`src/rtl/ipml_prefetch_frame_reader_pkg.sv`:
```
// Shared types for the prefetch FIFO frame reader: controller state encoding.
package ipml_prefetch_frame_reader_pkg;

   localparam int STATE_W = 2;

   typedef enum logic [STATE_W-1:0] {
      IDLE  = 2'd0,
      RUN   = 2'd1,
      FLUSH = 2'd2
   } state_e;

endpackage

```
`src/rtl/ipml_frame_reader_obuf.sv`:
```
// Two-entry registered output buffer of {eop, sop, data}; entry 0 is always the head.
module ipml_frame_reader_obuf #(
   parameter int DATA_WIDTH = 32
) (
   input  logic                  clk,
   input  logic                  rst,
   input  logic                  push_i,
   input  logic                  pop_i,
   input  logic                  flush_i,
   input  logic [DATA_WIDTH-1:0] data_i,
   input  logic                  sop_i,
   input  logic                  eop_i,
   output logic [DATA_WIDTH-1:0] data_o,
   output logic                  sop_o,
   output logic                  eop_o,
   output logic                  vld_o,
   output logic [1:0]            cnt_o
);

   localparam int ENTRY_W = DATA_WIDTH + 2;

   logic [ENTRY_W-1:0] entry0_q, entry0_d;
   logic [ENTRY_W-1:0] entry1_q, entry1_d;
   logic [1:0]         cnt_q, cnt_d;
   logic [ENTRY_W-1:0] entryIn;

   assign entryIn = {eop_i, sop_i, data_i};

   // A simultaneous push and pop keeps the occupancy and shifts entry 1 forward.
   always_comb begin
      entry0_d = entry0_q;
      entry1_d = entry1_q;
      cnt_d    = cnt_q;
      if (flush_i) begin
         cnt_d = 2'd0;
      end else begin
         case ({push_i, pop_i})
            2'b10: begin
               if (cnt_q == 2'd0) entry0_d = entryIn;
               else               entry1_d = entryIn;
               cnt_d = cnt_q + 2'd1;
            end
            2'b01: begin
               entry0_d = entry1_q;
               cnt_d    = cnt_q - 2'd1;
            end
            2'b11: begin
               if (cnt_q == 2'd1) begin
                  entry0_d = entryIn;
               end else begin
                  entry0_d = entry1_q;
                  entry1_d = entryIn;
               end
            end
            default: ;
         endcase
      end
   end

   always_ff @(posedge clk) begin
      if (rst) begin
         entry0_q <= '0;
         entry1_q <= '0;
         cnt_q    <= 2'd0;
      end else begin
         entry0_q <= entry0_d;
         entry1_q <= entry1_d;
         cnt_q    <= cnt_d;
      end
   end

   assign vld_o  = (cnt_q != 2'd0);
   assign cnt_o  = cnt_q;
   assign data_o = entry0_q[DATA_WIDTH-1:0];
   assign sop_o  = vld_o & entry0_q[DATA_WIDTH];
   assign eop_o  = vld_o & entry0_q[DATA_WIDTH+1];

endmodule

```
`src/rtl/ipml_prefetch_frame_reader.sv`:
```
// Drains one frame of frame_len words from a show-ahead FIFO per start and re-emits it as a
// sop/eop framed stream; the output buffer decouples dout_rdy from fifo_rd_en.
module ipml_prefetch_frame_reader
   import ipml_prefetch_frame_reader_pkg::*;
#(
   parameter int DATA_WIDTH      = 32,
   parameter int LEN_WIDTH       = 16,
   parameter int STALL_CNT_WIDTH = 16
) (
   input  logic                       clk,
   input  logic                       rst,
   input  logic                       start,
   input  logic [LEN_WIDTH-1:0]       frame_len,
   input  logic                       abort,
   output logic                       busy,
   output logic                       done,
   output logic [STALL_CNT_WIDTH-1:0] stall_cnt,
   input  logic [DATA_WIDTH-1:0]      fifo_rd_data,
   input  logic                       fifo_rd_vld,
   output logic                       fifo_rd_en,
   output logic [DATA_WIDTH-1:0]      dout,
   output logic                       dout_vld,
   output logic                       dout_sop,
   output logic                       dout_eop,
   input  logic                       dout_rdy
);

   state_e                     state_q, state_d;
   logic [LEN_WIDTH-1:0]       issueLeft_q, issueLeft_d;
   logic [LEN_WIDTH-1:0]       outLeft_q, outLeft_d;
   logic [STALL_CNT_WIDTH-1:0] stall_q, stall_d;
   logic                       done_q, done_d;
   logic                       first_q, first_d;

   logic       rdEn;
   logic       stallCond;
   logic       outXfer;
   logic       bufFlush;
   logic [1:0] bufCnt;
   logic       bufFull;

   assign bufFull = bufCnt[1];

   // Abort gates the read enable combinationally so no word is popped in the abort cycle.
   assign rdEn = (state_q == RUN) & (issueLeft_q != '0) & ~bufFull & fifo_rd_vld & ~abort & ~rst;
   assign stallCond = (state_q == RUN) & (issueLeft_q != '0) & ~bufFull & ~fifo_rd_vld;
   assign outXfer   = dout_vld & dout_rdy;

   always_comb begin
      state_d     = state_q;
      issueLeft_d = issueLeft_q;
      outLeft_d   = outLeft_q;
      stall_d     = stall_q;
      done_d      = 1'b0;
      first_d     = first_q;
      bufFlush    = 1'b0;

      if (stallCond && (stall_q != '1)) begin
         stall_d = stall_q + 1'b1;
      end

      case (state_q)
         IDLE: begin
            if (start && !abort) begin
               stall_d = '0;
               if (frame_len == '0) begin
                  done_d = 1'b1;
               end else begin
                  state_d     = RUN;
                  issueLeft_d = frame_len;
                  outLeft_d   = frame_len;
                  first_d     = 1'b1;
               end
            end
         end
         RUN: begin
            if (abort) begin
               state_d     = IDLE;
               issueLeft_d = '0;
               outLeft_d   = '0;
               bufFlush    = 1'b1;
            end else begin
               if (rdEn) begin
                  issueLeft_d = issueLeft_q - 1'b1;
                  first_d     = 1'b0;
                  if (issueLeft_q == LEN_WIDTH'(1)) state_d = FLUSH;
               end
               if (outXfer && (outLeft_q != '0)) outLeft_d = outLeft_q - 1'b1;
            end
         end
         FLUSH: begin
            if (abort) begin
               state_d     = IDLE;
               issueLeft_d = '0;
               outLeft_d   = '0;
               bufFlush    = 1'b1;
            end else if (outXfer && (outLeft_q != '0)) begin
               outLeft_d = outLeft_q - 1'b1;
               if (outLeft_q == LEN_WIDTH'(1)) begin
                  state_d = IDLE;
                  done_d  = 1'b1;
               end
            end
         end
         default: state_d = IDLE;
      endcase
   end

   always_ff @(posedge clk) begin
      if (rst) begin
         state_q     <= IDLE;
         issueLeft_q <= '0;
         outLeft_q   <= '0;
         stall_q     <= '0;
         done_q      <= 1'b0;
         first_q     <= 1'b0;
      end else begin
         state_q     <= state_d;
         issueLeft_q <= issueLeft_d;
         outLeft_q   <= outLeft_d;
         stall_q     <= stall_d;
         done_q      <= done_d;
         first_q     <= first_d;
      end
   end

   ipml_frame_reader_obuf #(
      .DATA_WIDTH(DATA_WIDTH)
   ) uObuf (
      .clk    (clk),
      .rst    (rst),
      .push_i (rdEn),
      .pop_i  (outXfer),
      .flush_i(bufFlush),
      .data_i (fifo_rd_data),
      .sop_i  (first_q),
      .eop_i  (issueLeft_q == LEN_WIDTH'(1)),
      .data_o (dout),
      .sop_o  (dout_sop),
      .eop_o  (dout_eop),
      .vld_o  (dout_vld),
      .cnt_o  (bufCnt)
   );

   assign fifo_rd_en = rdEn;
   assign busy       = (state_q != IDLE);
   assign done       = done_q;
   assign stall_cnt  = stall_q;

endmodule

```
`config.mk`:
```
export PLATFORM = sky130hd
export DESIGN_NAME = ipml_prefetch_frame_reader
export DESIGN_NICKNAME = d
export VERILOG_FILES = /design/src/rtl/ipml_prefetch_frame_reader_pkg.sv /design/src/rtl/ipml_frame_reader_obuf.sv /design/src/rtl/ipml_prefetch_frame_reader.sv
export SDC_FILE = /design/constraint.sdc
export NUM_CORES = 1
export LEC_CHECK = 0
export CAP_MARGIN = 15
export CORE_ASPECT_RATIO = 0.9
export CORE_MARGIN = 2
export CORE_UTILIZATION = 54
export DETAILED_ROUTE_END_ITERATION = 6
export GPL_TIMING_DRIVEN = 0
export PLACE_DENSITY_LB_ADDON = 0.2
export SETUP_SLACK_MARGIN = 0.2
export SLEW_MARGIN = 15
export SYNTH_ARGS = -nofsm -noshare
export SYNTH_HDL_FRONTEND = slang
export SYNTH_SLANG_ARGS = --single-unit
```
`constraint.sdc`:
```
create_clock -name clk -period 3.9 [get_ports clk]
set_clock_uncertainty 0.15 [all_clocks]
set_input_delay 0.78 -clock clk [delete_from_list [all_inputs] [get_ports clk]]
set_output_delay 0.78 -clock clk [all_outputs]
set_load 0.03 [all_outputs]
```
Yosys cells after proc, flatten, opt, wreduce, memory -nomap -nowiden. Index checks and enable logic that the tools add are counted.

Memory bits (read-only): 0. Latch bits: 0. Memories: 0. Register bits: 122. Memory bits (writable): 0. Logic and storage cells: 116. Bits of input ports: 54.

Shift operators: 0. $add $sub $neg: 5. Reduce and logical (&&, ||, !) cells: 25. Magnitude comparators: 0. Bitwise operators: 14. Divide/modulo/power cells: 0. Multipliers: 0. Equality and inequality tests: 22. Muxes and demuxes: 41.

Operator list (count): 16-bit two-way mux (10); 34-bit two-way mux (4); 34-bit case mux with 3 select lines (1); 34-bit case mux with 2 select lines (1); 16-bit case mux with 3 select lines (1); 16-bit by 1-bit equality test with 1-bit output, second input constant (2); 16-bit case mux with 2 select lines (1); 16-bit nonzero test (2); 16-bit by 1-bit subtractor with 16-bit output, second input constant (2); 16-bit by 1-bit adder with 16-bit output, second input constant (1); 16-bit logical NOT (1); 2-bit two-way mux (8); 16-bit != test, second input constant (1); 2-bit != test, second input constant (6); 2-bit nonzero test (6); 1-bit two-way mux (11); 5-bit AND reduction (2); 1-bit bitwise AND (9); 4-bit AND reduction (2); 2-bit by 1-bit equality test with 1-bit output, second input constant (3); 2-bit equality test, second input constant (3); 3-bit by 2-bit != test with 1-bit output, second input constant (2); 3-bit != test, second input constant (2); 2-bit case mux with 3 select lines (1); 14 further kinds (25).

Depth between registers and ports, before layout.
Depth in word-level cells: 9. Depth in mapped cells: 12. Depth with buffers taken out: 11.

Cells and area by module. Synthesis repeated with hierarchy kept, for this count alone.

Cell total of the unflattened synthesis: 879. Area total of the unflattened synthesis: 7325.8 µm².

By module, submodules not included: ipml_frame_reader_obuf (times used 1, area each 3808.7 µm², cells an instance 425); ipml_prefetch_frame_reader (times used 1, area each 3517.1 µm², cells an instance 454).

Worst setup path before layout. No wires, ideal clock.

Path kind: input port to flip-flop. Start: input port rst. End: register uObuf.entry0_q[14]. Cell stages on the path: 10. Path slack: 0.238 ns. Data arrival time: 3.374 ns. Setup time: 0.137 ns. Buffers on the path: 3. Cell sequence: buf_6 nor3b_1 nand2_1 a31oi_1 inv_1 ha_1 a211oi_1 clkbuf_1 buf_1 a211oi_1.

Word-level cells in the longest chain between the ends: 5.

Ends and longest elaborated chain: start: declaration (line ipml_prefetch_frame_reader.sv:11) `input logic rst,`; 1-bit NOT * (line ipml_prefetch_frame_reader.sv:45) `assign rdEn = (state_q == RUN) & (issueLeft_q != '0) & ~bufFull & fifo_rd_vld & ~abort & ~rst;`; 1-bit bitwise AND * (line ipml_prefetch_frame_reader.sv:45); net fifo_rd_en (line ipml_prefetch_frame_reader.sv:20) `output logic fifo_rd_en,`; 2-bit equality test or 2-bit by 1-bit equality test with 1-bit output (tied branches) (line ipml_frame_reader_obuf.sv:37) `case ({push_i, pop_i})`; 2-bit by 1-bit != test with 1-bit output (no line) or 3-bit nonzero test (tied branches); 3-bit AND reduction (no line); end signal: assignment (line ipml_frame_reader_obuf.sv:66) `entry0_q <= entry0_d;`; end: declaration (line ipml_frame_reader_obuf.sv:22) `logic [ENTRY_W-1:0] entry0_q, entry0_d;`.

The timed path passes the listed nets; every way through them passes the cells marked *. A chain may end at the register's enable or synchronous reset.

Worst setup path in the final report.
Start: input port abort. End: output port fifo_rd_en.

Word-level cells in the longest chain between the ends: 3.

Ends and longest elaborated chain: start: declaration (line ipml_prefetch_frame_reader.sv:14) `input logic abort,`; 1-bit NOT (line ipml_prefetch_frame_reader.sv:45); 1-bit bitwise AND (2 in series) (line ipml_prefetch_frame_reader.sv:45); end: declaration (line ipml_prefetch_frame_reader.sv:20).

Every way passes these cells.

==> metrics.md <==
| Metric | Value |
|---|---|
| Lkg Pwr | 3.00 nW |
| Die Span Y | approximately 110 um |
| CTS sink cnt | about 120 |
| Crit Path Category | in -> out |
| CP peak stage delay | about 530 ps |
| Fin Hold WS | about 300 ps |
| Chip width | 120 um |
| Min-delay worst type | reg -> reg |
| Std-Cell Rows | 38 |
| Via Count | a little under 7000 |
| CTS tree | built |
| Failing checks | DRC |
| Count of input and output buffers | 106 |
| Congestion Overflow GR | 0 |
| Tot Pwr | approximately 0.0064 W |
| Max-cap violations | 0 |
| Async set or reset register ratio after synthesis | 0% |
| Max clock buf depth | 2 |
| Met1 usage | between 40% and 50% |
| Clock root buffer | clkbuf_16 |
| Die Area | around 13000 um2 |
| Drt initial violations | roughly 800 |
| Initial Util | roughly 55% |
| Actual slew at the worst max-slew pin | 962 ps |
| EDFF count, synth | 0 |
| Final WL | approximately 20 mm |
| IO Pins | ~110 |
| Final Setup Violations | 0 |
| Fin util | roughly 70% |
| Pin count of the biggest net entering global routing | 17 |
| Initial antenna violation count | 0 |
| Final min period | between 3000 and 4000 ps |
| Outcome | finished, violations left |
| Layout cells sized above 1 | 10.9% |
| Final TNS setup | 0 ps |
| Fin nets | between 1000 and 1500 |
| N_diodes | 0 |
| CP startpoint kind | primary input |
| Area delta synth->final | 28.7% |
| Crit end category | output pin |
| Fmax | 0.283 GHz |
| Sequential area share after synthesis | between 30% and 40% |
| Most used DFF post-synth | dfxtp_1 |
| Via density | ~6.2 |
| Final Hold Vio Count | 0 |
| Core area | about 12000 um2 |
| Register bit total from synthesis | 122 |
| RSZ-0062 raised after global routing | no |
| Skew-Pair Late Insertion Delay | between 400 and 500 ps |
| Met3 Usage GRT | 6.12% |
| First-pass iteration count of the detailed router | 7 |
| Wirelength per Cell | between 15 and 20 um |
| Global placement routability congestion | between 0.9 and 1 |
| H-tree levels | 4 |
| Synth Area per Inst | a little over 8 um2 |
| Synth warn | 0 |
| Global route hottest layer | met2 |
| PwrDens | 753 nW/um2 |
| # Post-CTS Setup Buffers | 0 |
| M2 GR Usage | about half |
| Post-synthesis instance total | 806 |
| Final worst slack | ~360 ps |
| Post-route antenna net violation count | 0 |
| Max-slew violations | 0 |
| VDD IR max | between 500 and 600 uV |
| Distinct cells, synth | 67 |
| Slew HR | 35.3% |
| CTS clk-pin slew, worst paths | about 60 ps |
| Slowest-stage cell, CP | clkdlybuf4s50_1 |
| First-pass GRT wire length | between 30 and 40 mm |
| Tot GR Track Use | between 30% and 40% |
| Detailed-route DRC error count | 1 |
| Part of the cycle the worst path needs | between 90% and 100% |
| Syn nets | approximately 880 |
| Netlist area before placement | approximately 6600 um2 |
| Critical Path RT | roughly 3000 ps |
| Largest fanout on the critical path | 7 |
| Post-DP HPWL | about 14 mm |
| Placement Setup Slack | -686 ps |
| Vias in the first global route | 6543 |
| CP arrival | approximately 2600 ps |
| Total CTS buffers | 17 |
| Worst path cell trace | clkdlybuf4s50_1 -> nor2b_2 -> nand2_1 -> a31oi_2 -> dlygate4sd2_1 |
==> sequential cells by signal, summed over array words and instances, names as in the netlist <==
register and count:
uObuf.entry0_q 34, uObuf.entry1_q 34, issueLeft_q 16, outLeft_q 16
stall_cnt 16, state_q 2, uObuf.cnt_o 2, done 1
first_q 1
==> per-layer routing <==
layer	vias up	share of wire, %
li1	3203	-
met5	-	0
met4	0	2.0
met3	35	7.9
met2	319	47
met1	3236	43
==> critical path, delay by kind of cell <==
kind	cells	cell delay (ps)
buffers and inverters	2	1010
and+or+nand+nor	2	440
AOI/OAI and AO/OA	1	370
==> what timing repair did <==
item	CTS	global route
pin swaps	0	1
endpoints found under the setup margin	35	31
hold buffers	0	0
hold endpoints to repair	0	0
gates resized for setup	4	13
==> synth_stat cells, types with 4 or more instances <==
library cell	count	area [um2]
and3_1	13	81.3
and2_1	4	25.0
a211oi_1	48	360
buf_4	33	248
o211ai_1	6	45.0
o32ai_1	11	96.3
o31ai_1	20	150
ha_1	17	213
o21ai_0	15	75.1
o311ai_0	8	70.1
nand4_1	11	68.8
nor4_1	6	37.5
nand3_1	10	50.1
inv_1	29	109
or3_1	4	25.0
nand2_1	100	375
o311ai_2	4	65.1
or4_1	7	52.6
and4_1	5	43.8
a22oi_1	35	263
buf_2	6	30.0
nor2b_1	19	119
a31oi_1	16	100
a21oi_1	71	355
clkbuf_1	44	165
nor3_1	13	65.1
dfxtp_1	122	2440
o21a_1	6	45.0
nor2_1	63	236
==> cells by family after synthesis <==
kind of cell | count (synthesis) | share of synthesized area (%)
mux | 2 | 0.304
xor+xnor | 4 | 0.533
fa+ha+maj | 17 | 3.23
simple gates | 277 | 21.2
compound gates | 266 | 28.5
buf+inv | 118 | 9.08
flops | 122 | 37.1
==> worst paths after layout <==
check	start	to	slack (ps)	cells past startpoint
worst max-delay path	abort	fifo_rd_en	360	5
worst min register to register	uObuf.entry1_q[21]$_SDFFE_PP0P_	uObuf.entry1_q[21]$_SDFFE_PP0P_	300	2
worst min-delay path	uObuf.entry1_q[21]$_SDFFE_PP0P_	uObuf.entry1_q[21]$_SDFFE_PP0P_	300	2
worst max register to register	issueLeft_q[7]$_SDFFE_PP0P_	uObuf.entry1_q[6]$_SDFFE_PP0P_	460	10
==> through the flow <==
stage | cells | instance area [um2]
2_1_floorplan | 806 | 6580
3_3_place_gp | 1072 | 7840
3_5_place_dp | 1072 | 7840
4_1_cts | 1103 | 8450
5_1_grt | 1103 | 8460
6_report | 1103 | 8460
==> power by group <==
part	leakage (nW)	switching (W)	internal (W)
Sequential	0.991	0.000224	0.00153
Combinational	1.72	0.00186	0.00114
Clock	0.288	0.000580	0.00103
==> cell type report <==
type                       count  area [um2]
fill                         951        3520
clock inverter                11         145
tap                          160         200
clock buffer                  20         457
multi-input combinational    566        3550
timing repair buffer         106        1060
sequential                   122        2440
buffer                        89         497
inverter                      29         109
==> cell usage in the layout, fill, tap and decap left out, types with 10 or more instances in the layout <==
cell,synthesis,layout
a21oi_1,71,71
nor2b_1,19,18
ha_1,17,17
o21ai_0,15,15
and3_1,13,13
o32ai_1,11,11
nor3_1,13,13
a31oi_1,16,15
dfxtp_1,122,122
nor2_1,63,62
clkbuf_1,44,40
clkdlybuf4s50_1,0,105
o31ai_1,20,20
buf_4,33,33
nand4_1,11,11
a211oi_1,48,47
a22oi_1,35,35
inv_1,29,29
nand3_1,10,10
nand2_1,100,100
clkbuf_16,0,17
No activity file was read; power rests on OpenSTA's default activity.
